$ cat config.mk
export PLATFORM = sky130hd
export DESIGN_NAME = dds_phase_ctrl_flat
export DESIGN_NICKNAME = d
export VERILOG_FILES = /design/src/rtl/dds_phase_ctrl_if.sv /design/src/rtl/dds_phase_ctrl.sv /design/src/flat_wrapper.sv
export SDC_FILE = /design/constraint.sdc
export NUM_CORES = 1
export LEC_CHECK = 0
export CAP_MARGIN = 0
export CORE_ASPECT_RATIO = 0.8
export CORE_UTILIZATION = 50
export DETAILED_ROUTE_END_ITERATION = 16
export GPL_TIMING_DRIVEN = 0
export PLACE_DENSITY = 0.79
export SYNTH_ARGS = -nofsm -noshare
export SYNTH_HDL_FRONTEND = slang
export SYNTH_SLANG_ARGS = --single-unit
$ cat constraint.sdc
create_clock -name clk -period 5.7 [get_ports clk]
set_clock_uncertainty 0.1 [all_clocks]
set_input_delay 1.14 -clock clk [delete_from_list [all_inputs] [get_ports clk]]
set_output_delay 1.14 -clock clk [all_outputs]
set_load 0.01 [all_outputs]
$ cat src/rtl/dds_phase_ctrl_if.sv
// dds_phase_ctrl_if -- control/status bundle for the DDS phase controller.
//
// master (driver side):
//   en           run enable
//   sync_clr     synchronous phase clear
//   ftw_in       frequency tuning word
//   ftw_load     one-cycle strobe capturing ftw_in
// slave (controller side) returns:
//   ftw_busy     captured word waiting to be applied
//   sign_bit     half-cycle select (acc MSB)
//   phase_pose   quadrant-mirror select (acc MSB-1)
//   addr         6-bit quarter-wave ROM address
//   sample_valid one-cycle pulse per phase update
//   cycle_wrap   one-cycle pulse per accumulator carry-out
interface dds_phase_ctrl_if #(
  parameter int ACC_W = 16
);
  logic             en;
  logic             sync_clr;
  logic [ACC_W-1:0] ftw_in;
  logic             ftw_load;
  logic             ftw_busy;
  logic             sign_bit;
  logic             phase_pose;
  logic [5:0]       addr;
  logic             sample_valid;
  logic             cycle_wrap;

  modport master (
    output en, sync_clr, ftw_in, ftw_load,
    input  ftw_busy, sign_bit, phase_pose, addr, sample_valid, cycle_wrap
  );

  modport slave (
    input  en, sync_clr, ftw_in, ftw_load,
    output ftw_busy, sign_bit, phase_pose, addr, sample_valid, cycle_wrap
  );
endinterface

$ cat src/rtl/dds_phase_ctrl.sv
// dds_phase_ctrl -- phase accumulator and tuning-word control for a
// quarter-wave-ROM DDS.
//
// Ports:
//   clk    single clock, rising edge
//   rst_n  asynchronous active-low reset
//   bus    dds_phase_ctrl_if.slave (control inputs, phase/status outputs)
//
// A new tuning word is held pending while running and only takes effect on
// the edge where the accumulator wraps, so the output never changes
// frequency mid-cycle. While idle (or on a phase clear) it applies at once.
module dds_phase_ctrl #(
  parameter int ACC_W = 16
) (
  input  logic             clk,
  input  logic             rst_n,
  dds_phase_ctrl_if.slave  bus
);

  typedef enum logic {
    IDLE = 1'b0,
    RUN  = 1'b1
  } state_t;

  state_t           state_reg;
  logic [ACC_W-1:0] acc_reg;
  logic [ACC_W-1:0] ftw_act_reg;
  logic [ACC_W-1:0] ftw_pend_reg;
  logic             pend_reg;
  logic             sample_valid_reg;
  logic             cycle_wrap_reg;

  logic [ACC_W:0]   sum_next;
  logic             carry;
  logic             update;
  logic             apply_edge;

  always_comb begin
    sum_next   = {1'b0, acc_reg} + {1'b0, ftw_act_reg};
    carry      = sum_next[ACC_W];
    update     = (state_reg == RUN) && bus.en && !bus.sync_clr;
    // The carrying update still uses the old word; the new one lands on
    // that same edge.
    apply_edge = pend_reg &&
                 ((state_reg == IDLE) || bus.sync_clr || (update && carry));
  end

  always_ff @(posedge clk or negedge rst_n) begin
    if (!rst_n) begin
      state_reg        <= IDLE;
      acc_reg          <= '0;
      ftw_act_reg      <= '0;
      ftw_pend_reg     <= '0;
      pend_reg         <= 1'b0;
      sample_valid_reg <= 1'b0;
      cycle_wrap_reg   <= 1'b0;
    end else begin
      state_reg        <= bus.en ? RUN : IDLE;
      sample_valid_reg <= update;
      cycle_wrap_reg   <= update && carry;

      if (bus.sync_clr) begin
        acc_reg <= '0;
      end else if (update) begin
        acc_reg <= sum_next[ACC_W-1:0];
      end

      if (bus.ftw_load) begin
        ftw_pend_reg <= bus.ftw_in;
      end

      if (apply_edge) begin
        // A strobe landing on the apply edge supersedes the pending word.
        ftw_act_reg <= bus.ftw_load ? bus.ftw_in : ftw_pend_reg;
        pend_reg    <= 1'b0;
      end else if (bus.ftw_load) begin
        pend_reg    <= 1'b1;
      end
    end
  end

  assign bus.sign_bit     = acc_reg[ACC_W-1];
  assign bus.phase_pose   = acc_reg[ACC_W-2];
  assign bus.addr         = acc_reg[ACC_W-3:ACC_W-8];
  assign bus.ftw_busy     = pend_reg;
  assign bus.sample_valid = sample_valid_reg;
  assign bus.cycle_wrap   = cycle_wrap_reg;

endmodule

$ cat src/flat_wrapper.sv
// flat-port wrapper written by rule: the top's interface ports become plain ports
module dds_phase_ctrl_flat 
#(
  parameter int ACC_W = 16
)
  (clk, rst_n, bus_en, bus_sync_clr, bus_ftw_in, bus_ftw_load, bus_ftw_busy, bus_sign_bit, bus_phase_pose, bus_addr, bus_sample_valid, bus_cycle_wrap);
  dds_phase_ctrl_if #(.ACC_W(ACC_W)) bus_i ();
  input  logic clk;
  input  logic rst_n;
  input wire logic [$bits(bus_i.en)-1:0] bus_en;
  input wire logic [$bits(bus_i.sync_clr)-1:0] bus_sync_clr;
  input wire logic [$bits(bus_i.ftw_in)-1:0] bus_ftw_in;
  input wire logic [$bits(bus_i.ftw_load)-1:0] bus_ftw_load;
  output wire logic [$bits(bus_i.ftw_busy)-1:0] bus_ftw_busy;
  output wire logic [$bits(bus_i.sign_bit)-1:0] bus_sign_bit;
  output wire logic [$bits(bus_i.phase_pose)-1:0] bus_phase_pose;
  output wire logic [$bits(bus_i.addr)-1:0] bus_addr;
  output wire logic [$bits(bus_i.sample_valid)-1:0] bus_sample_valid;
  output wire logic [$bits(bus_i.cycle_wrap)-1:0] bus_cycle_wrap;
  assign bus_i.en = bus_en;
  assign bus_i.sync_clr = bus_sync_clr;
  assign bus_i.ftw_in = bus_ftw_in;
  assign bus_i.ftw_load = bus_ftw_load;
  assign bus_ftw_busy = bus_i.ftw_busy;
  assign bus_sign_bit = bus_i.sign_bit;
  assign bus_phase_pose = bus_i.phase_pose;
  assign bus_addr = bus_i.addr;
  assign bus_sample_valid = bus_i.sample_valid;
  assign bus_cycle_wrap = bus_i.cycle_wrap;
  dds_phase_ctrl #(.ACC_W(ACC_W)) u_core (.clk(clk), .rst_n(rst_n), .bus(bus_i));
endmodule
# Word level (Yosys, flattened, before mapping)

Index checks and enable logic that the tools add are counted.

Output and inout bits: 11
Word-level logic and storage cells: 24
Input bits: 21
Register bits: 52

Bitwise gates (word level): 1
Reductions and logical operators: 9
Add/subtract/negate cells: 1
Mux-type cells: 6

Operator list:

| operator                | number |
|---|---|
| two-way mux 16 bit      | 3 |
| adder 16 x 16 -> 17 bit | 1 |
| logical AND 1 bit       | 4 |
| nonzero test 2 bit      | 2 |
| two-way mux 1 bit       | 3 |
| logical OR 1 bit        | 2 |
| logical NOT 1 bit       | 1 |
| NOT 1 bit               | 1 |

# Longest topological paths before layout

Gate-level depths: netlist of run 1.

Depth after elaboration: 6
Mapped depth: 9
Depth with buffers taken out: 8

# Worst setup path after synthesis of run 1

No wires, ideal clock.

Path type: input to register
Start: input port bus_ftw_load
End: register u_core.ftw_act_reg[6]
Arrival time: 2.392 ns
Path buffers: 2
Cell stages on the path: 4
Setup time: 0.125 ns
Setup slack: 3.083 ns
Path through: clkbuf_1 > buf_1 > mux2_2 > mux2_4

Word-level cells in the longest chain between the ends: 1

Ends and longest elaborated chain:

| what                   | RTL line             | RTL |
|---|---|---|
| start: declaration     | flat_wrapper.sv:13   | `input wire logic [$bits(bus_i.ftw_load)-1:0] bus_ftw_load;` |
| two-way mux 16 bit     | dds_phase_ctrl.sv:74 | `ftw_act_reg <= bus.ftw_load ? bus.ftw_in : ftw_pend_reg;` |
| end signal: assignment | dds_phase_ctrl.sv:74 |  |
| end: declaration       | dds_phase_ctrl.sv:27 | `logic [ACC_W-1:0] ftw_act_reg;` |

No other way between the ends.
A chain may end at the register's enable or synchronous reset.

# Worst setup path in the final report of run 1

Start: input port bus_en
End: register u_core.acc_reg[8]

Word-level cells in the longest chain between the ends: 3

Ends and longest elaborated chain:

| what                           | RTL line             | RTL |
|---|---|---|
| start: declaration             | flat_wrapper.sv:10   | `input wire logic [$bits(bus_i.en)-1:0] bus_en;` |
| logical AND 1 bit (2 in a row) | dds_phase_ctrl.sv:41 | `update = (state_reg == RUN) && bus.en && !bus.sync_clr;` |
| nonzero test 2 bit (no line)   | -                    |  |
| end signal: assignment         | dds_phase_ctrl.sv:65 | `acc_reg <= sum_next[ACC_W-1:0];` |
| end: declaration               | dds_phase_ctrl.sv:26 | `logic [ACC_W-1:0] acc_reg;` |

No other way between the ends.

==> results of run 1 <==
-- logic make-up (layout without fill, tap and decap cells) --
kind of cell	after synthesis	count (layout)	share of synthesized area
xor gates and xnor gates	9	9	0.0284
and+or+nand+nor	51	51	0.100
adders and majority gates	17	17	0.0795
buffers and inverters	15	54	0.0370
AOI/OAI and AO/OA	55	55	0.134
muxes	34	34	0.152
DFF	52	52	0.470
-- area by class of cell --
cell class / instances / area (µm²)
Inverter: 3 / 11.3
Clock buffer: 8 / 90.1
Tap cell: 62 / 77.6
Timing Repair Buffer: 31 / 315
Fill cell: 425 / 1930
Sequential cell: 52 / 1300
Buffer: 12 / 91.3
Multi-Input combinational cell: 166 / 1370
-- per-layer routing --
| layer | GRT usage | vias up |
|---|---|---|
| li1 | - | 919 |
| met1 | 0.292 | 889 |
| met2 | 0.327 | 42 |
| met3 | 0.0476 | 3 |
| met4 | 0.0381 | 0 |
| met5 | 0 | - |
-- placed cells by master (no fill, tap or decap), types with 2 or more instances in the layout --
cell	count
sky130_fd_sc_hd__buf_12	2
sky130_fd_sc_hd__and2_1	3
sky130_fd_sc_hd__xor2_1	5
sky130_fd_sc_hd__o21ai_0	16
sky130_fd_sc_hd__dfrtp_1	52
sky130_fd_sc_hd__a22o_1	2
sky130_fd_sc_hd__nor2_1	4
sky130_fd_sc_hd__buf_4	6
sky130_fd_sc_hd__ha_1	16
sky130_fd_sc_hd__or3_1	2
sky130_fd_sc_hd__nand4_1	5
sky130_fd_sc_hd__a211oi_1	2
sky130_fd_sc_hd__clkbuf_8	6
sky130_fd_sc_hd__a21o_1	6
sky130_fd_sc_hd__nand2b_1	2
sky130_fd_sc_hd__a21oi_1	12
sky130_fd_sc_hd__mux2_4	10
sky130_fd_sc_hd__a32o_1	2
sky130_fd_sc_hd__nand2_1	19
sky130_fd_sc_hd__clkdlybuf4s50_1	29
sky130_fd_sc_hd__mux2_2	24
sky130_fd_sc_hd__nand3_1	5
sky130_fd_sc_hd__a21oi_2	2
sky130_fd_sc_hd__inv_1	2
sky130_fd_sc_hd__clkbuf_1	5
sky130_fd_sc_hd__o21ai_1	2
sky130_fd_sc_hd__xnor2_1	4
-- through the flow --
step | area [µm²] | instances | hold WS, ps
2_1_floorplan | 2770 | 233 | 354
3_3_place_gp | 3150 | 325 | 367
3_5_place_dp | 3160 | 326 | 375
4_1_cts | 3250 | 334 | 396
5_1_grt | 3250 | 334 | 413
6_report | 3250 | 334 | 393
-- how the worst max path moves through the flow --
stage                       startpoint                      end  cells after the start  slack [ps]
after global placement           rst_n  u_core.ftw_pend_reg[14]                      1        1910
after CTS                       bus_en        u_core.acc_reg[8]                      5        2900
after detailed placement        bus_en        u_core.acc_reg[8]                      5        2580
after floorplan           bus_ftw_load    u_core.ftw_act_reg[6]                      4        3080
after global routing            bus_en        u_core.acc_reg[8]                      5        2780
final                           bus_en        u_core.acc_reg[8]                      5        2900
-- where the power goes --
| part | internal (µW) | switching (µW) | total (µW) |
|---|---|---|---|
| logic | 305 | 293 | 597 |
| registers | 452 | 57.4 | 510 |
| clock network | 99.3 | 115 | 215 |
| total | 856 | 465 | 1320 |
-- worst max-delay path, cell delays in order --
cell and delay, ps:
sky130_fd_sc_hd__clkdlybuf4s50_1 490, sky130_fd_sc_hd__a21oi_1 620, sky130_fd_sc_hd__clkbuf_1 450, sky130_fd_sc_hd__nand2_1 120, sky130_fd_sc_hd__o21ai_0 100
==> results.md, run 1 <==
Timing:
- In the finished design, the share of the clock period the worst path needs comes to 0.492.
- Setup repair after global routing left no endpoint under its margin.
- For the pin with the worst max-slew slack, the measured transition is roughly 720 ps.
- The total count of hold-check failures in the final report is 0.
- The headroom to the max-slew limit is 0.517.
- The final critical delay including setup and external delays is 2800 ps.
- The final max-slew violation count came to 0.
- The final critical-path setup slack is about 2900 ps.
- Adding up every negative setup slack in the final design gives 0 ps.
- The final count of negative-setup-slack endpoints is 0.
- The peak clock frequency supported by timing is ~0.36 GHz.

Clock tree:
- The deepest level of the CTS H-tree is 2.
- The number of resized instances in the post-cts repair step is 0.
- Post-CTS timing repair inserted 0 buffers for setup.
- The total clock buffers created by CTS is 5.
- The tree is rooted in a sky130_fd_sc_hd__clkbuf_8.
- The worst-case clock buffer depth is 2.
- The CTS sink count is 52.
- TritonCTS built the clock tree.
- After clock tree synthesis, the flow added hold-fix buffers numbering 0.
- At the later pin of the worst-skew pair, clock insertion delay measures 310 ps.
- Clock-pin slew was measured on the worst setup and hold paths at roughly 90 ps.

Global routing:
- The overall overflow remaining after global route is 0.
- Entering global routing, the biggest net connects 29 pins.
- The number of antenna violations at the first check in global routing is 0.
- The first global-routing pass estimated just over 9000 µm of wire.
- The number of global-route vias before repair is around 1800.
- The total global-route track usage is 0.205.

Synth:
- The number of warnings printed during yosys synthesis is 0.
- The cell area that synthesis handed to floorplanning was 0.00277 mm².
- The share of synthesized flip-flops with an asynchronous set or reset is 1.00.
- Synthesis inferred 52 register bits.
- The synthesized net count is 271.
- The commonest cells after synthesis are sky130_fd_sc_hd__dfrtp_1 (52), sky130_fd_sc_hd__mux2_2 (24), sky130_fd_sc_hd__nand2_1 (19).
- Yosys mapped a number of flops with a built-in enable equal to 0.
- The cell type with the highest aggregate area in the netlist is sky130_fd_sc_hd__dfrtp_1.
- Synthesis produced about 230 cells.
- Among all flip-flop cells after synthesis, the most frequent one is sky130_fd_sc_hd__dfrtp_1.
- A synthesized cell averages 11.9 µm².
- The number of distinct library cells after synthesis is between 50 and 60.
- Yosys instantiated no cell more often than sky130_fd_sc_hd__dfrtp_1.
- By area the synthesized netlist is led by sky130_fd_sc_hd__dfrtp_1 (47%), sky130_fd_sc_hd__mux2_2 (9.8%), sky130_fd_sc_hd__ha_1 (7.2%).
- The share of the Yosys chip area taken by registers is 0.470.
- The top-area cell type share of the netlist area is 0.470.

Finish:
- The area overhead of the layout relative to synthesis is 17.4%.
- Of the cells placed in the final design, the portion with a size suffix greater than 1 is 0.224.
- The number of antenna repair diodes is 0.
- For this run, the post-layout net count is 309.
- The final core utilization is 0.628.

Pwr:
- The design draws 1320 µW.
- The static leakage is between 0.001 and 0.0015 µW.
- The maximum vdd ir drop is a little under 0.0002 V.
- Power spread over the standard cell area amounts to 406 mW/mm².

Routing:
- The average vias per placed instance is approximately 5.5.
- After detailed routing, the wire length on met1 is 2710 µm.
- Signal routing reaches up to met4.
- The total via count in the routed design is approximately 1900.
- The final antenna-violating net count is 0.
- The routed length on met3 is about 270 µm.
- The first detailed-routing pass ran for 4 iterations.
- Summed over all layers, the routed wires come to about 5300 µm.
- The routed design uses around 2300 µm of met2 wire.
- The residual DRC count is 0.
- The starting DRC count in detailed routing is 95.
- After detailed routing, the average wire length per cell comes to between 15 and 20 µm.

Placed design:
- The sum of net half-perimeters after detailed placement is around 4000 µm.
- Routability-driven placement finished with a final weighted congestion of approximately 0.87.
- The worst setup slack before clock tree synthesis is 2580 ps.
- The port buffer count is 30.

Critical path:
- In this run the worst path has a maximum fanout of 10.
- STA classifies the critical path endpoint as a flip-flop.
- The worst setup path category is input pin to flip-flop.
- The startpoint kind of the worst setup timing path is an input pin.
- Across all register-to-register paths, the minimum setup slack is 2940 ps.
- The worst register-to-register path ends at u_core.ftw_act_reg[9].
- The launch point of the worst reg-to-reg path is u_core.ftw_act_reg[0].
- The worst endpoint required time is between 5000 and 6000 ps.
- Measured in cells, the most critical reg-to-reg path has a length of 9.
- For the worst setup path, the data arrival time is about 3000 ps.

Hold path:
- Counting instances, the worst hold path has a depth of 2.
- The startpoint of the worst hold path is u_core.acc_reg[2].
- The worst hold path belongs to the class flip-flop to flip-flop.
- The sink of the worst hold path is u_core.acc_reg[2].

Run:
- The count of max-cap constraint violations is 0.

Status:
- The flow ran to the end, and the final reports show no timing, DRC or antenna violations.

Die:
- The total area inside the core boundary comes to 0.00518 mm².
- The floorplan die height is between 60 and 70 µm.
- For this configuration, the core starts out at a cell density of 0.535.
- The die extent in x is roughly 85 µm.
- The die covers 0.00585 mm².
- The number of rows created at floorplan is 23.
- The number of top-level design ports is 32.
Note: power is estimated with default switching activity, not from simulation.
==> run 2: changes to the inputs <==
==> constraint.sdc (replaced) <==
create_clock -name clk -period 2.8 [get_ports clk]
set_clock_uncertainty 0.1 [all_clocks]
set_input_delay 0.56 -clock clk [delete_from_list [all_inputs] [get_ports clk]]
set_output_delay 0.56 -clock clk [all_outputs]
set_load 0.01 [all_outputs]
==> run 2 against run 1 <==
Compared with the run above:
- routed wire length is 0.59% higher
- utilization is 0.53 points higher
- via count is 0.22% higher
- largest cell class unchanged
- cell area is 0.85% higher
==> results.md, run 2 (same netlist as run 1, synthesis figures left out) <==
Status:
- Status: finished clean (unchanged).

Clock tree:
- The clock transition at the register clock pins on the worst setup and hold paths after CTS came to 90 ps (about the same).
- The CTS sink count is 52 (unchanged).
- The total clock buffers created by CTS is 5 (unchanged).
- The clock root buffer is sky130_fd_sc_hd__clkbuf_8 (unchanged).
- The CTS tree is yes (unchanged).
- The deepest level of the CTS H-tree is 2 (unchanged).
- The later-pin clock latency in the skew report is 300 ps (was 310 ps).
- The number of resized instances in the post-cts repair step is 0 (unchanged).
- The worst-case clock buffer depth is 2 (unchanged).

Finish:
- The area of all placed cells without fillers is 0.00328 mm² (was 0.00325 mm²).
- The area overhead of the layout relative to synthesis is 18.4% (was 17.4%).
- Top library cells by usage in the layout, fill and taps aside: sky130_fd_sc_hd__dfrtp_1 (52), sky130_fd_sc_hd__clkdlybuf4s50_1 (29), sky130_fd_sc_hd__mux2_2 (24) (unchanged).
- The number of antenna repair diodes is 0 (unchanged).
- The number of filler cells placed in the layout is 422 (was 425).
- The number of standard cells in the layout, taps in and fillers out is 336 (was 334).
- The most common cell after layout, fill and taps aside is sky130_fd_sc_hd__dfrtp_1 (unchanged).
- The fraction of final layout cells with drive strength greater than 1 is 0.230 (was 0.224).
- The net count reported at finish is 311 (was 309).

Global routing:
- The number of global-route vias before repair was 1817 (unchanged).
- The number of antenna violations at the first check in global routing is 0 (unchanged).
- The overall overflow remaining after global route is 0 (unchanged).
- The global-route wire length before repair is 9060 µm (unchanged).
- The maximum number of pins on one net before global-route repair is 29 (unchanged).
- The total global-route track usage is 0.205 (unchanged).

Die:
- The floorplan die height was 68.6 µm (unchanged).
- The die footprint was 0.00585 mm² (unchanged).
- The number of top-level design ports is 32 (unchanged).
- The number of rows created at floorplan is 23 (unchanged).
- The die extent in x is 85.2 µm (unchanged).
- The core box area is 0.00518 mm² (unchanged).
- The initial cell density of the core is 0.535 (unchanged).

Timing:
- The total count of hold-check failures in the final report is 0 (unchanged).
- The slew at the pin closest to its max-slew limit is 731 ps (was 724 ps).
- The setup TNS is 0 ps (unchanged).
- The final max-slew violation count is 0 (unchanged).
- The final critical delay including setup and external delays is 2640 ps.
- The portion of the clock cycle consumed by the worst path in the final layout is 0.942.
- The final critical-path setup slack is 161 ps (was 2900 ps).
- The headroom to the max-slew limit is 0.512 (was 0.517).
- The peak clock frequency supported by timing is around 0.38 GHz.
- Unrepaired setup endpoints after global routing: no (unchanged).
- The final count of negative-setup-slack endpoints was 0 (unchanged).

Pwr:
- The maximum vdd ir drop was 0.000401 V (was 0.000197 V).
- The share of power burned in the clock network came to 0.161 (was 0.162).
- The internal power consumption is 1750 µW (was 856 µW).
- The power spent charging and discharging nets was 952 µW (was 465 µW).
- The power density of the placed cells is 825 mW/mm² (was 406 mW/mm²).
- The share of power burned in registers is 0.384 (was 0.386).
- The proportion of power drawn by combinational gates is 0.455 (was 0.452).
- The power after layout was 2710 µW (was 1320 µW).
- The static leakage is 0.00147 µW (was 0.00145 µW).
- The switching share of power came to 0.352 (about the same).

Critical path:
- The worst endpoint required time is 2890 ps (was 5820 ps).
- The startpoint kind of the worst setup timing path is a flip-flop (was input pin).
- The critical path endpoint category is a flip-flop (unchanged).
- The highest fanout seen on the critical path is 5 (was 10).
- The arrival time of the worst setup path is 2730 ps (was 2920 ps).
- The worst setup path category is flip-flop to flip-flop (was input pin to flip-flop).

Routing:
- The residual DRC count is 0 (unchanged).
- The starting DRC count in detailed routing is 107 (was 95).
- The average vias per placed instance came to 5.53 (was 5.55).
- The total via count in the routed design is 1857 (was 1853).
- The final antenna-violating net count is 0 (unchanged).
- The number of detailed-route iterations in the first pass is 4 (unchanged).
- The total routed wirelength is 5300 µm (was 5260 µm).
- The average detailed-routed wire length per instance is 15.8 µm (about the same).

Placed design:
- The placed cell area is 0.00316 mm² (unchanged).
- The worst setup slack before clock tree synthesis came to 48.7 ps (was 2580 ps).
- The port buffer count was 30 (unchanged).
- The sum of net half-perimeters after detailed placement is 3920 µm (unchanged).
- The cell count after placement came to 326 (unchanged).
- The placer congestion estimate is 0.875 (unchanged).

Hold path:
- The worst hold-check path type is input pin to asynchronous set/reset pin (was flip-flop to flip-flop).

Run:
- The count of max-cap constraint violations is 0 (unchanged).
## run 2: worst max-delay path: stages, from the launching register on
cell and delay (ps):
sky130_fd_sc_hd__dfrtp_1 400, sky130_fd_sc_hd__ha_1 250, sky130_fd_sc_hd__fa_1 420, sky130_fd_sc_hd__nand3_1 110, sky130_fd_sc_hd__a21oi_1 110, sky130_fd_sc_hd__nor3_2 220
sky130_fd_sc_hd__o21ai_2 160, sky130_fd_sc_hd__o21ai_4 270, sky130_fd_sc_hd__buf_12 150, sky130_fd_sc_hd__mux2_2 330
## run 2: layout make-up
class	count	area, µm²	share of cell area
Inverter	3	11.3	0.00343
Clock buffer	8	90.1	0.0274
Sequential cell	52	1300	0.396
Multi-Input combinational cell	166	1370	0.417
Tap cell	62	77.6	0.0236
Timing Repair Buffer	33	343	0.104
Buffer	12	91.3	0.0278
## run 2: worst paths after layout
kind,from,end,slack [ps],cells past startpoint
setup / recovery,u_core.ftw_act_reg[0],u_core.ftw_act_reg[14],160,9
hold / removal,rst_n,u_core.ftw_pend_reg[2],140,1
setup reg to reg,u_core.ftw_act_reg[0],u_core.ftw_act_reg[14],160,9
hold reg to reg,u_core.acc_reg[4],u_core.acc_reg[4],390,2
max in group asynchronous,rst_n,u_core.ftw_act_reg[11],1910,2
min in group clk,u_core.acc_reg[4],u_core.acc_reg[4],390,2
## run 2: power by group through the flow
| stage | Sequential, µW | Clock (µW) | Combinational [µW] |
|---|---|---|---|
| floorplan | 1020 | 0 | 925 |
| global placement | 1040 | 0 | 1160 |
| detailed placement | 1050 | 0 | 1200 |
| CTS | 1040 | 449 | 1210 |
| global route | 1060 | 475 | 1360 |
| finish | 1040 | 436 | 1230 |
## run 2: routing by layer
| layer | GRT usage | wire [µm] | up-vias |
|---|---|---|---|
| li1 | - | - | 920 |
| met1 | 0.292 | 2720 | 890 |
| met2 | 0.327 | 2280 | 44 |
| met3 | 0.0476 | 277 | 3 |
| met4 | 0.0381 | 21 | 0 |
| met5 | 0 | 0 | - |
## run 2: repair_timing
action                                 CTS  global route
hold buffers                             0             0
setup endpoints to repair                0            10
endpoints found under the hold margin    0             0
setup buffers                            0             2
## run 2: per-stage QoR
step / utilization / hold slack (ps)
after floorplan: - / 164
final: 0.634 / 143
after global routing: 0.634 / 185
after detailed placement: 0.611 / 375
after global placement: 0.608 / 367
after CTS: 0.628 / 156
==> run 3: changes to the inputs <==
--- a/config.mk
+++ b/config.mk
@@ -11,6 +11,7 @@
 export DETAILED_ROUTE_END_ITERATION = 16
 export GPL_TIMING_DRIVEN = 0
 export PLACE_DENSITY = 0.79
+export RECOVER_POWER = 100
 export SYNTH_ARGS = -nofsm -noshare
 export SYNTH_HDL_FRONTEND = slang
 export SYNTH_SLANG_ARGS = --single-unit
==> run 3 against run 2 <==
Compared with the run above:
- sequential share of layout area increased by 0.20 points
- first-iteration DRC count decreased by 5.6%
- clock power about the same
- global-route usage unchanged
- critical path depth unchanged
- flip-flop and latch count unchanged
- total power decreased by 0.88%
==> results.md, run 3 (same netlist as run 1, synthesis figures left out) <==
Timing:
- The headroom to the max-slew limit is 0.125 (was 0.512).
- The total count of hold-check failures in the final report was 0 (unchanged).
- The slew at the pin closest to its max-slew limit is 1310 ps (was 731 ps).
- The setup TNS is 0 ps (unchanged).
- The final count of negative-setup-slack endpoints is 0 (unchanged).
- The final max-slew violation count came to 0 (unchanged).
- Unrepaired setup endpoints after global routing: no (unchanged).
- The portion of the clock cycle consumed by the worst path in the final layout was 0.938 (was 0.942).
- The peak clock frequency supported by timing is 0.381 GHz (was 0.379 GHz).
- The smallest hold slack is 392 ps (was 143 ps).
- The final critical delay including setup and external delays is 2630 ps (was 2640 ps).

Pwr:
- The static leakage is 0.00149 µW (was 0.00147 µW).
- The maximum vdd ir drop came to 0.000389 V (was 0.000401 V).
- The power after layout came to 2680 µW (was 2710 µW).
- The power density of the placed cells was 822 mW/mm² (was 825 mW/mm²).

Critical path:
- The worst setup path category is flip-flop to flip-flop (unchanged).
- The end of the worst register-to-register path is u_core.ftw_act_reg[10] (was u_core.ftw_act_reg[14]).
- Ordered list of cells on the worst path: ha_1 -> fa_1 -> nand3_1 -> a21oi_1 -> nor3_2 -> o21ai_2 -> o21ai_4 -> buf_12 -> mux2_2 (unchanged).
- The family with the most delay on the worst path is adder cells (unchanged).
- The critical path endpoint category is a flip-flop (unchanged).
- The launch point of the worst reg-to-reg path is u_core.ftw_act_reg[0] (unchanged).
- The worst endpoint required time came to 2890 ps (about the same).
- The number of cells traversed by the worst register-to-register path is 9 (unchanged).
- The highest fanout seen on the critical path is 5 (unchanged).
- The startpoint kind of the worst setup timing path is a flip-flop (unchanged).
- The worst setup slack for register-to-register paths was 170 ps (was 160 ps).
- The arrival time of the worst setup path is 2720 ps (was 2730 ps).
- The delay of the slowest critical-path stage was 410 ps (was 420 ps).
- The cell with the largest stage delay on the worst path is sky130_fd_sc_hd__fa_1 (unchanged).
- The number of buffer and inverter instances along the worst setup path is 1 (unchanged).

Global routing:
- The number of antenna violations at the first check in global routing was 0 (unchanged).
- The number of global-route vias before repair is 1817 (unchanged).
- The global-route wire length before repair was 9060 µm (unchanged).
- The maximum number of pins on one net before global-route repair is 29 (unchanged).
- The overall overflow remaining after global route is 0 (unchanged).
- The total global-route track usage is 0.205 (unchanged).

Routing:
- The average vias per placed instance is 5.53 (about the same).
- The residual DRC count is 0 (unchanged).
- The total via count in the routed design came to 1859 (was 1857).
- The final antenna-violating net count came to 0 (unchanged).
- The total routed wirelength is 5280 µm (was 5300 µm).
- The number of detailed-route iterations in the first pass was 4 (unchanged).
- The starting DRC count in detailed routing is 101 (was 107).
- The average detailed-routed wire length per instance is 15.7 µm (was 15.8 µm).

Finish:
- The fraction of final layout cells with drive strength greater than 1 is 0.182 (was 0.230).
- The number of antenna repair diodes is 0 (unchanged).
- Top library cells by usage in the layout, fill and taps aside: sky130_fd_sc_hd__dfrtp_1 (52), sky130_fd_sc_hd__nand2_1 (19), sky130_fd_sc_hd__clkdlybuf4s50_1 (17) (was sky130_fd_sc_hd__dfrtp_1 (52), sky130_fd_sc_hd__clkdlybuf4s50_1 (29), sky130_fd_sc_hd__mux2_2 (24)).
- The final core utilization came to 0.630 (was 0.634).
- The most common cell after layout, fill and taps aside is sky130_fd_sc_hd__dfrtp_1 (unchanged).
- The net count reported at finish is 311 (unchanged).
- The number of standard cells in the layout, taps in and fillers out was 336 (unchanged).
- The area overhead of the layout relative to synthesis came to 17.8% (was 18.4%).

Clock tree:
- The deepest level of the CTS H-tree is 2 (unchanged).
- The number of resized instances in the post-cts repair step was 0 (unchanged).
- The total clock buffers created by CTS is 5 (unchanged).
- The clock transition at the register clock pins on the worst setup and hold paths after CTS is 90 ps (about the same).
- The worst-case clock buffer depth is 2 (unchanged).
- The CTS tree is yes (unchanged).
- The clock root buffer was sky130_fd_sc_hd__clkbuf_8 (unchanged).
- The CTS sink count is 52 (unchanged).
- The later-pin clock latency in the skew report is 300 ps (about the same).

Hold path:
- Along the worst hold path, the cell count comes to 2.
- The worst hold-check path type is flip-flop to flip-flop (was input pin to asynchronous set/reset pin).
- The path with the worst hold slack has its endpoint at u_core.acc_reg[2].
- The startpoint of the worst hold path is u_core.acc_reg[2].

Run:
- The count of max-cap constraint violations was 0 (unchanged).

Die:
- The floorplan die height is 68.6 µm (unchanged).
- The core box area is 0.00518 mm² (unchanged).
- The number of top-level design ports is 32 (unchanged).
- The number of rows created at floorplan is 23 (unchanged).
- The die extent in x is 85.2 µm (unchanged).
- The initial cell density of the core is 0.535 (unchanged).
- The die footprint is 0.00585 mm² (unchanged).

Status:
- Status: finished clean (unchanged).

Placed design:
- The placer congestion estimate is 0.875 (unchanged).
- The cell count after placement was 326 (unchanged).
- The sum of net half-perimeters after detailed placement is 3920 µm (unchanged).
- The port buffer count is 30 (unchanged).
## run 3: cell types whose count changed in the layout (fill, tap and decap cells not counted)
cell,before,now
sky130_fd_sc_hd__clkbuf_1,5,7
sky130_fd_sc_hd__buf_12,3,2
sky130_fd_sc_hd__clkdlybuf4s50_1,29,17
sky130_fd_sc_hd__buf_1,1,0
sky130_fd_sc_hd__buf_2,1,0
sky130_fd_sc_hd__mux2_1,0,12
sky130_fd_sc_hd__mux2_2,24,12
sky130_fd_sc_hd__dlygate4sd3_1,0,12
sky130_fd_sc_hd__clkbuf_2,0,1
## run 3: per-layer routing
layer	global-route usage	vias to the layer above	part of all wire
met5	0	-	0
met4	0.0381	0	0.0040
met3	0.0476	3	0.051
met2	0.327	42	0.43
met1	0.292	893	0.52
li1	-	921	-
## run 3: layout make-up
| type | count | area (µm²) |
|---|---|---|
| sequential | 52 | 1300 |
| multi-input combinational | 166 | 1370 |
| buffer | 12 | 91.3 |
| timing repair buffer | 33 | 327 |
| tap | 62 | 77.6 |
| fill | 425 | 1910 |
| clock buffer | 8 | 90.1 |
| inverter | 3 | 11.3 |
## run 3: worst reg2reg max path, delay by kind of cell (launching register included)
family | cells | cell delay [ps]
multiplexers | 1 | 340
AND/OR/NAND/NOR | 2 | 330
AO/OA/AOI/OAI | 3 | 540
flip-flops | 1 | 400
buffers and inverters | 1 | 160
adder cells (fa/ha/maj) | 2 | 670
## run 3: power by group
group / internal [µW] / switching, µW
sequential: 921 / 117
clock: 202 / 234
combinational: 612 / 598
## run 3: worst max path at each step
stage	startpoint	to	cells after the start
2_1_floorplan	u_core.ftw_act_reg[0]	u_core.ftw_act_reg[0]	9
4_1_cts	u_core.ftw_act_reg[0]	u_core.ftw_act_reg[4]	9
5_1_grt	u_core.ftw_act_reg[0]	u_core.ftw_act_reg[9]	9
3_3_place_gp	rst_n	u_core.ftw_pend_reg[14]	1
6_report	u_core.ftw_act_reg[0]	u_core.ftw_act_reg[10]	9
3_5_place_dp	u_core.ftw_act_reg[0]	u_core.ftw_act_reg[9]	9
## run 3: metrics by stage
stage	instance area, µm²	worst slack (ps)
2_1_floorplan	2770	354
3_3_place_gp	3150	-414
3_5_place_dp	3160	48.7
4_1_cts	3250	44.7
5_1_grt	3270	18.2
6_report	3270	173
## run 3: timing repair
action                                 in CTS  in global routing
setup buffers                               0                  2
setup endpoints to repair                   0                 10
endpoints found under the hold margin       0                  0
hold buffers                                0                  0
==> patch 1: new RTL, settings of run 2 <==
`ACC_W` is set to 16 in 3 places; all go to 12.
--- a/src/rtl/dds_phase_ctrl_if.sv
+++ b/src/rtl/dds_phase_ctrl_if.sv
@@ -13,7 +13,7 @@
 //   sample_valid one-cycle pulse per phase update
 //   cycle_wrap   one-cycle pulse per accumulator carry-out
 interface dds_phase_ctrl_if #(
-  parameter int ACC_W = 16
+  parameter int ACC_W = 12
 );
   logic             en;
   logic             sync_clr;
--- a/src/rtl/dds_phase_ctrl.sv
+++ b/src/rtl/dds_phase_ctrl.sv
@@ -10,7 +10,7 @@
 // the edge where the accumulator wraps, so the output never changes
 // frequency mid-cycle. While idle (or on a phase clear) it applies at once.
 module dds_phase_ctrl #(
-  parameter int ACC_W = 16
+  parameter int ACC_W = 12
 ) (
   input  logic             clk,
   input  logic             rst_n,
--- a/src/flat_wrapper.sv
+++ b/src/flat_wrapper.sv
@@ -1,7 +1,7 @@
 // flat-port wrapper written by rule: the top's interface ports become plain ports
 module dds_phase_ctrl_flat 
 #(
-  parameter int ACC_W = 16
+  parameter int ACC_W = 12
 )
   (clk, rst_n, bus_en, bus_sync_clr, bus_ftw_in, bus_ftw_load, bus_ftw_busy, bus_sign_bit, bus_phase_pose, bus_addr, bus_sample_valid, bus_cycle_wrap);
   dds_phase_ctrl_if #(.ACC_W(ACC_W)) bus_i ();
Interface: changed (resized bus_ftw_in); port bits go from 32 to 28. The function was not compared with the original's and may differ.
==> patch 1 against run 2 <==
Sequential cell count is 12 lower. Highest routed layer unchanged. Non-clock buffer count decreased by 4. Sequential power shrank 27%. Setup slack better by 26 ps. Design area is 19% lower. Synthesized area fell by 20%. Wire length fell by 19%. Critical path type unchanged. Total power down 29%.
==> patch 1: results (changes against run 2) <==
- The number of nets in the layout is 268 (was 311).
- Status: finished, final reports clean (unchanged).
- The weighted congestion at the end of routability-driven global placement was 0.8127 (was 0.8745).
- The worst-case register-to-register setup slack was 190 ps (was 160 ps).
- The static leakage was 1.196 nW (was 1.466 nW).
- The count of routing violations after the opening detailed-route iteration was 142 (was 107).
- The global-route wire length before repair is 6900 um (was 9059 um).
- The actual slew at the worst max-slew pin is 844.3 ps (was 731.3 ps).
- The number of detailed-route iterations in the first pass is 4 (unchanged).
- The number of non-filler instances in the completed layout is 296 (was 336).
- The register area share after synthesis came to 0.4512 (was 0.4695).
- The number of buffers on the longest clock path is 2 (unchanged).
- The placement-stage cell area is 2555 sq um (was 3164 sq um).
- The number of instances in the placed design came to 286 (was 326).
- The via count of the first global-routing pass is 1439 (was 1817).
- The post-synthesis cell type count is 48 (was 51).
- The signal arrival time at the worst endpoint is 2690 ps (was 2730 ps).
- The smallest hold slack is 274.3 ps (was 143.3 ps).
- The maximum number of pins on one net before global-route repair came to 41 (was 29).
- The total track usage is 0.1983 (was 0.2052).
- The post-synthesis net count is 232 (was 271).
- Top post-synthesis cells by area: sky130_fd_sc_hd__dfrtp_1 (45%), sky130_fd_sc_hd__mux2_2 (7.1%), sky130_fd_sc_hd__ha_1 (6.8%) (was sky130_fd_sc_hd__dfrtp_1 (47%), sky130_fd_sc_hd__mux2_2 (9.8%), sky130_fd_sc_hd__ha_1 (7.2%)).
- The worst supply voltage drop on vdd came to 379.6 uV (was 400.9 uV).
- The highest cell delay on the worst timing path is 390 ps (was 420 ps).
- The number of port buffers is 27 (was 30).
- The half-perimeter wire length after placement was 3046 um (was 3920 um).
- The number of vias per cell was 5.514 (was 5.527).
- The fraction of final layout cells sized beyond drive strength 1 is 0.1925 (was 0.2299).
- Most frequent cells after synthesis: sky130_fd_sc_hd__dfrtp_1 (40), sky130_fd_sc_hd__mux2_2 (14), sky130_fd_sc_hd__nand2_1 (13), sky130_fd_sc_hd__nor2_1 (13), sky130_fd_sc_hd__ha_1 (12) (was sky130_fd_sc_hd__dfrtp_1 (52), sky130_fd_sc_hd__mux2_2 (24), sky130_fd_sc_hd__nand2_1 (19)).
- The number of inserted filler cells in the final layout is 362 (was 422).
[patch 1: power groups by stage]
stage / logic [mW] / clock network, mW / registers (mW)
2_1_floorplan: 0.571 / 0 / 0.758
3_3_place_gp: 0.751 / 0 / 0.772
3_5_place_dp: 0.766 / 0 / 0.772
4_1_cts: 0.773 / 0.398 / 0.763
5_1_grt: 0.870 / 0.428 / 0.776
6_report: 0.789 / 0.384 / 0.763
[patch 1: cells by family (layout without fill, tap and decap cells)]
kind of cell,after synthesis,count (layout),share of synthesized area
AND/OR/NAND/NOR,55,55,0.1241
AO/OA/AOI/OAI,48,48,0.1557
flip-flops,40,40,0.4512
XOR/XNOR,1,1,0.003949
buffers and inverters,21,58,0.04963
adder cells (fa/ha/maj),13,13,0.07670
multiplexers,24,24,0.1387
[patch 1: per-layer routing]
layer | part of all wire | up-vias | global-route usage
met3 | 0.069 | 8 | 0.05333
met5 | 0 | - | 0
li1 | - | 810 | -
met2 | 0.43 | 45 | 0.3037
met4 | 0.014 | 0 | 0.08242
met1 | 0.49 | 769 | 0.2716
[patch 1: layout make-up]
class | count | area [sq um] | share of cell area
Buffer | 12 | 76.32 | 0.02858
Clock buffer | 8 | 90.09 | 0.03374
Inverter | 9 | 33.78 | 0.01265
Multi-Input combinational cell | 141 | 1117 | 0.4185
Sequential cell | 40 | 1001 | 0.3749
Tap cell | 57 | 71.32 | 0.02671
Timing Repair Buffer | 29 | 280.3 | 0.1050
[patch 1: worst max path at each step]
stage / start / end / slack [ps] / depth (start not counted)
6_report: u_core.ftw_act_reg[0]$_DFFE_PN0P_ / u_core.ftw_act_reg[8]$_DFFE_PN0P_ / 190 / 9
5_1_grt: u_core.ftw_act_reg[0]$_DFFE_PN0P_ / u_core.ftw_act_reg[4]$_DFFE_PN0P_ / 20 / 9
3_3_place_gp: rst_n / u_core.acc_reg[3]$_DFFE_PN0P_ / 110 / 1
2_1_floorplan: u_core.ftw_act_reg[0]$_DFFE_PN0P_ / u_core.ftw_act_reg[0]$_DFFE_PN0P_ / 480 / 9
3_5_place_dp: bus_ftw_load / u_core.ftw_act_reg[2]$_DFFE_PN0P_ / 190 / 4
4_1_cts: u_core.ftw_act_reg[0]$_DFFE_PN0P_ / u_core.ftw_act_reg[6]$_DFFE_PN0P_ / 160 / 9
[patch 1: worst max-delay path, delay by kind of cell, from the launching register on]
| family | cells | cell delay (ps) |
|---|---|---|
| buffers and inverters | 2 | 300 |
| multiplexers | 1 | 310 |
| flip-flops | 1 | 370 |
| adder cells (fa/ha/maj) | 2 | 600 |
| AND/OR/NAND/NOR | 1 | 170 |
| AO/OA/AOI/OAI | 3 | 660 |
[patch 1: timing repair]
item | CTS | global route
buffers inserted | 0 | 1
endpoints found under the setup margin | 0 | 10
hold buffers | 0 | 0
hold endpoints to repair | 0 | 0
gates resized for setup | 0 | 4
==> patch 2: new RTL, flow settings as in run 2 <==
Without the edit above. Make the reset (`rst_n`) synchronous in one clocked block. Comments in the files are not updated.
--- a/src/rtl/dds_phase_ctrl.sv
+++ b/src/rtl/dds_phase_ctrl.sv
@@ -45,7 +45,7 @@
                  ((state_reg == IDLE) || bus.sync_clr || (update && carry));
   end
 
-  always_ff @(posedge clk or negedge rst_n) begin
+  always_ff @(posedge clk) begin
     if (!rst_n) begin
       state_reg        <= IDLE;
       acc_reg          <= '0;
Function: differs if rst_n is asserted again (counterexample within 4 cycles, from zero or initial values and one cycle with rst_n low); with rst_n held inactive, the same outputs for 4 cycles.
==> patch 2 against run 2 <==
The run now ends with design-rule violations left. Critical path type unchanged. Design area down 1.4%. Setup slack got worse by 73 ps. Wire length is 4.4% higher. Final cell count up 13%. Synthesized area down 3.1%. Sequential cell count unchanged.
Power is not compared: it rests on default switching activity, and its combinational part moved more than twofold at a synthesized area within 25%.
==> patch 2: results (changes against run 2) <==
- The total setup buffers inserted after CTS was 2 (was 0).
- The number of cell instances on the worst register-to-register path is 10 (was 9).
- The pre-CTS setup slack is -36.23 ps (was 48.67 ps).
- The layout-stage area growth over the synthesis result is 20.45% (was 18.42%).
- The number of detailed-route iterations in the first pass is 11 (was 4).
- The XOR/XNOR share of the synthesized area came to 0.02934 (was 0.02844).
- The checks that failed: design-rule violations.
- Most frequent cells after synthesis: sky130_fd_sc_hd__dfxtp_1 (52), sky130_fd_sc_hd__nand2_1 (25), sky130_fd_sc_hd__a21oi_1 (22) (was sky130_fd_sc_hd__dfrtp_1 (52), sky130_fd_sc_hd__mux2_2 (24), sky130_fd_sc_hd__nand2_1 (19)).
- The setup slack after layout is 87.89 ps (was 161.1 ps).
- The number of clock buffers in the layout is 5 (was 8).
- The register area share after synthesis was 0.3875 (was 0.4695).
- The normalized max-slew margin is 0.6342 (was 0.5125).
- The proportion of cell area spent on the clock network is 0.02823 (was 0.02745).
- The layout multi-input combinational cell count is 203 (was 166).
- The complex-gate fraction of the synthesized area is 0.1286 (was 0.1336).
- The worst setup path endpoint is u_core.ftw_act_reg[2]$_SDFFE_PN0P_ (was u_core.ftw_act_reg[14]$_DFFE_PN0P_).
- The maximum number of pins on one net before global-route repair is 18 (was 29).
- The post-synthesis net count is 313 (was 271).
- The post-synthesis adder-cell area fraction is 0.08197 (was 0.07946).
- The critical path required time is 2900 ps (was 2890 ps).
- The detailed-route DRC error count is 2 (was 0).
- The post-synthesis mux area share is 0.1407 (was 0.1517).
- The post-route met1 wirelength is 2768 um (was 2721 um).
- The sequential share of cell area is 0.3221 (was 0.3965).
- The origin of the critical flop-to-flop path is u_core.ftw_act_reg[0]$_SDFFE_PN0P_ (was u_core.ftw_act_reg[0]$_DFFE_PN0P_).
- The buffer count excluding the clock tree in the final layout came to 51 (was 45).
- The number of vias per cell came to 5.389 (was 5.527).
- The share of synthesized flip-flops with an asynchronous set or reset is 0 (was 1.000).
- The average detailed-routed wire length per instance was 14.55 um (was 15.76 um).
- Status: finished with violations (was finished, final reports clean).
- The smallest hold slack is 365.4 ps (was 143.3 ps).
- The met3 routed wirelength is 260 um (was 277 um).
- The path category of the worst min-delay check is register to register (was input pin to asynchronous set/reset pin).
- The number of inserted filler cells in the final layout is 433 (was 422).
- The non-clock buffering overhead in the final layout is 0.1419 (was 0.1323).
- The post-synthesis cell type count is 47 (was 51).
- The number of instances in the placed design was 367 (was 326).
- The gate count of the mapped netlist is 275 (was 233).
- The count of routing violations after the opening detailed-route iteration was 89 (was 107).
- The fraction of final layout cells sized beyond drive strength 1 was 0.1541 (was 0.2299).
- Top post-synthesis cells by area: sky130_fd_sc_hd__dfxtp_1 (39%), sky130_fd_sc_hd__ha_1 (7.5%), sky130_fd_sc_hd__mux2i_1 (6.0%) (was sky130_fd_sc_hd__dfrtp_1 (47%), sky130_fd_sc_hd__mux2_2 (9.8%), sky130_fd_sc_hd__ha_1 (7.2%)).
- The weighted congestion at the end of routability-driven global placement is 0.8894 (was 0.8745).
## patch 2: cell count changes after synthesis, moves of 4 or more
cell,run 2,this run
sky130_fd_sc_hd__dfxtp_1,0,52
sky130_fd_sc_hd__mux2i_1,0,16
sky130_fd_sc_hd__and2_1,3,19
sky130_fd_sc_hd__a21o_1,6,2
sky130_fd_sc_hd__a21oi_1,12,22
sky130_fd_sc_hd__clkbuf_1,3,8
sky130_fd_sc_hd__mux2_2,24,6
sky130_fd_sc_hd__and3_1,0,4
sky130_fd_sc_hd__dfrtp_1,52,0
sky130_fd_sc_hd__o21ai_0,16,7
sky130_fd_sc_hd__nor2b_1,1,18
sky130_fd_sc_hd__nand2_1,19,25
## patch 2: power by group through the flow
stage | Combinational [mW] | Sequential (mW) | Clock [mW]
after floorplan | 0.0938 | 0.789 | 0
after global placement | 0.141 | 0.793 | 0
after detailed placement | 0.145 | 0.794 | 0
after CTS | 0.149 | 0.777 | 0.453
after global routing | 0.169 | 0.780 | 0.486
final | 0.154 | 0.777 | 0.443
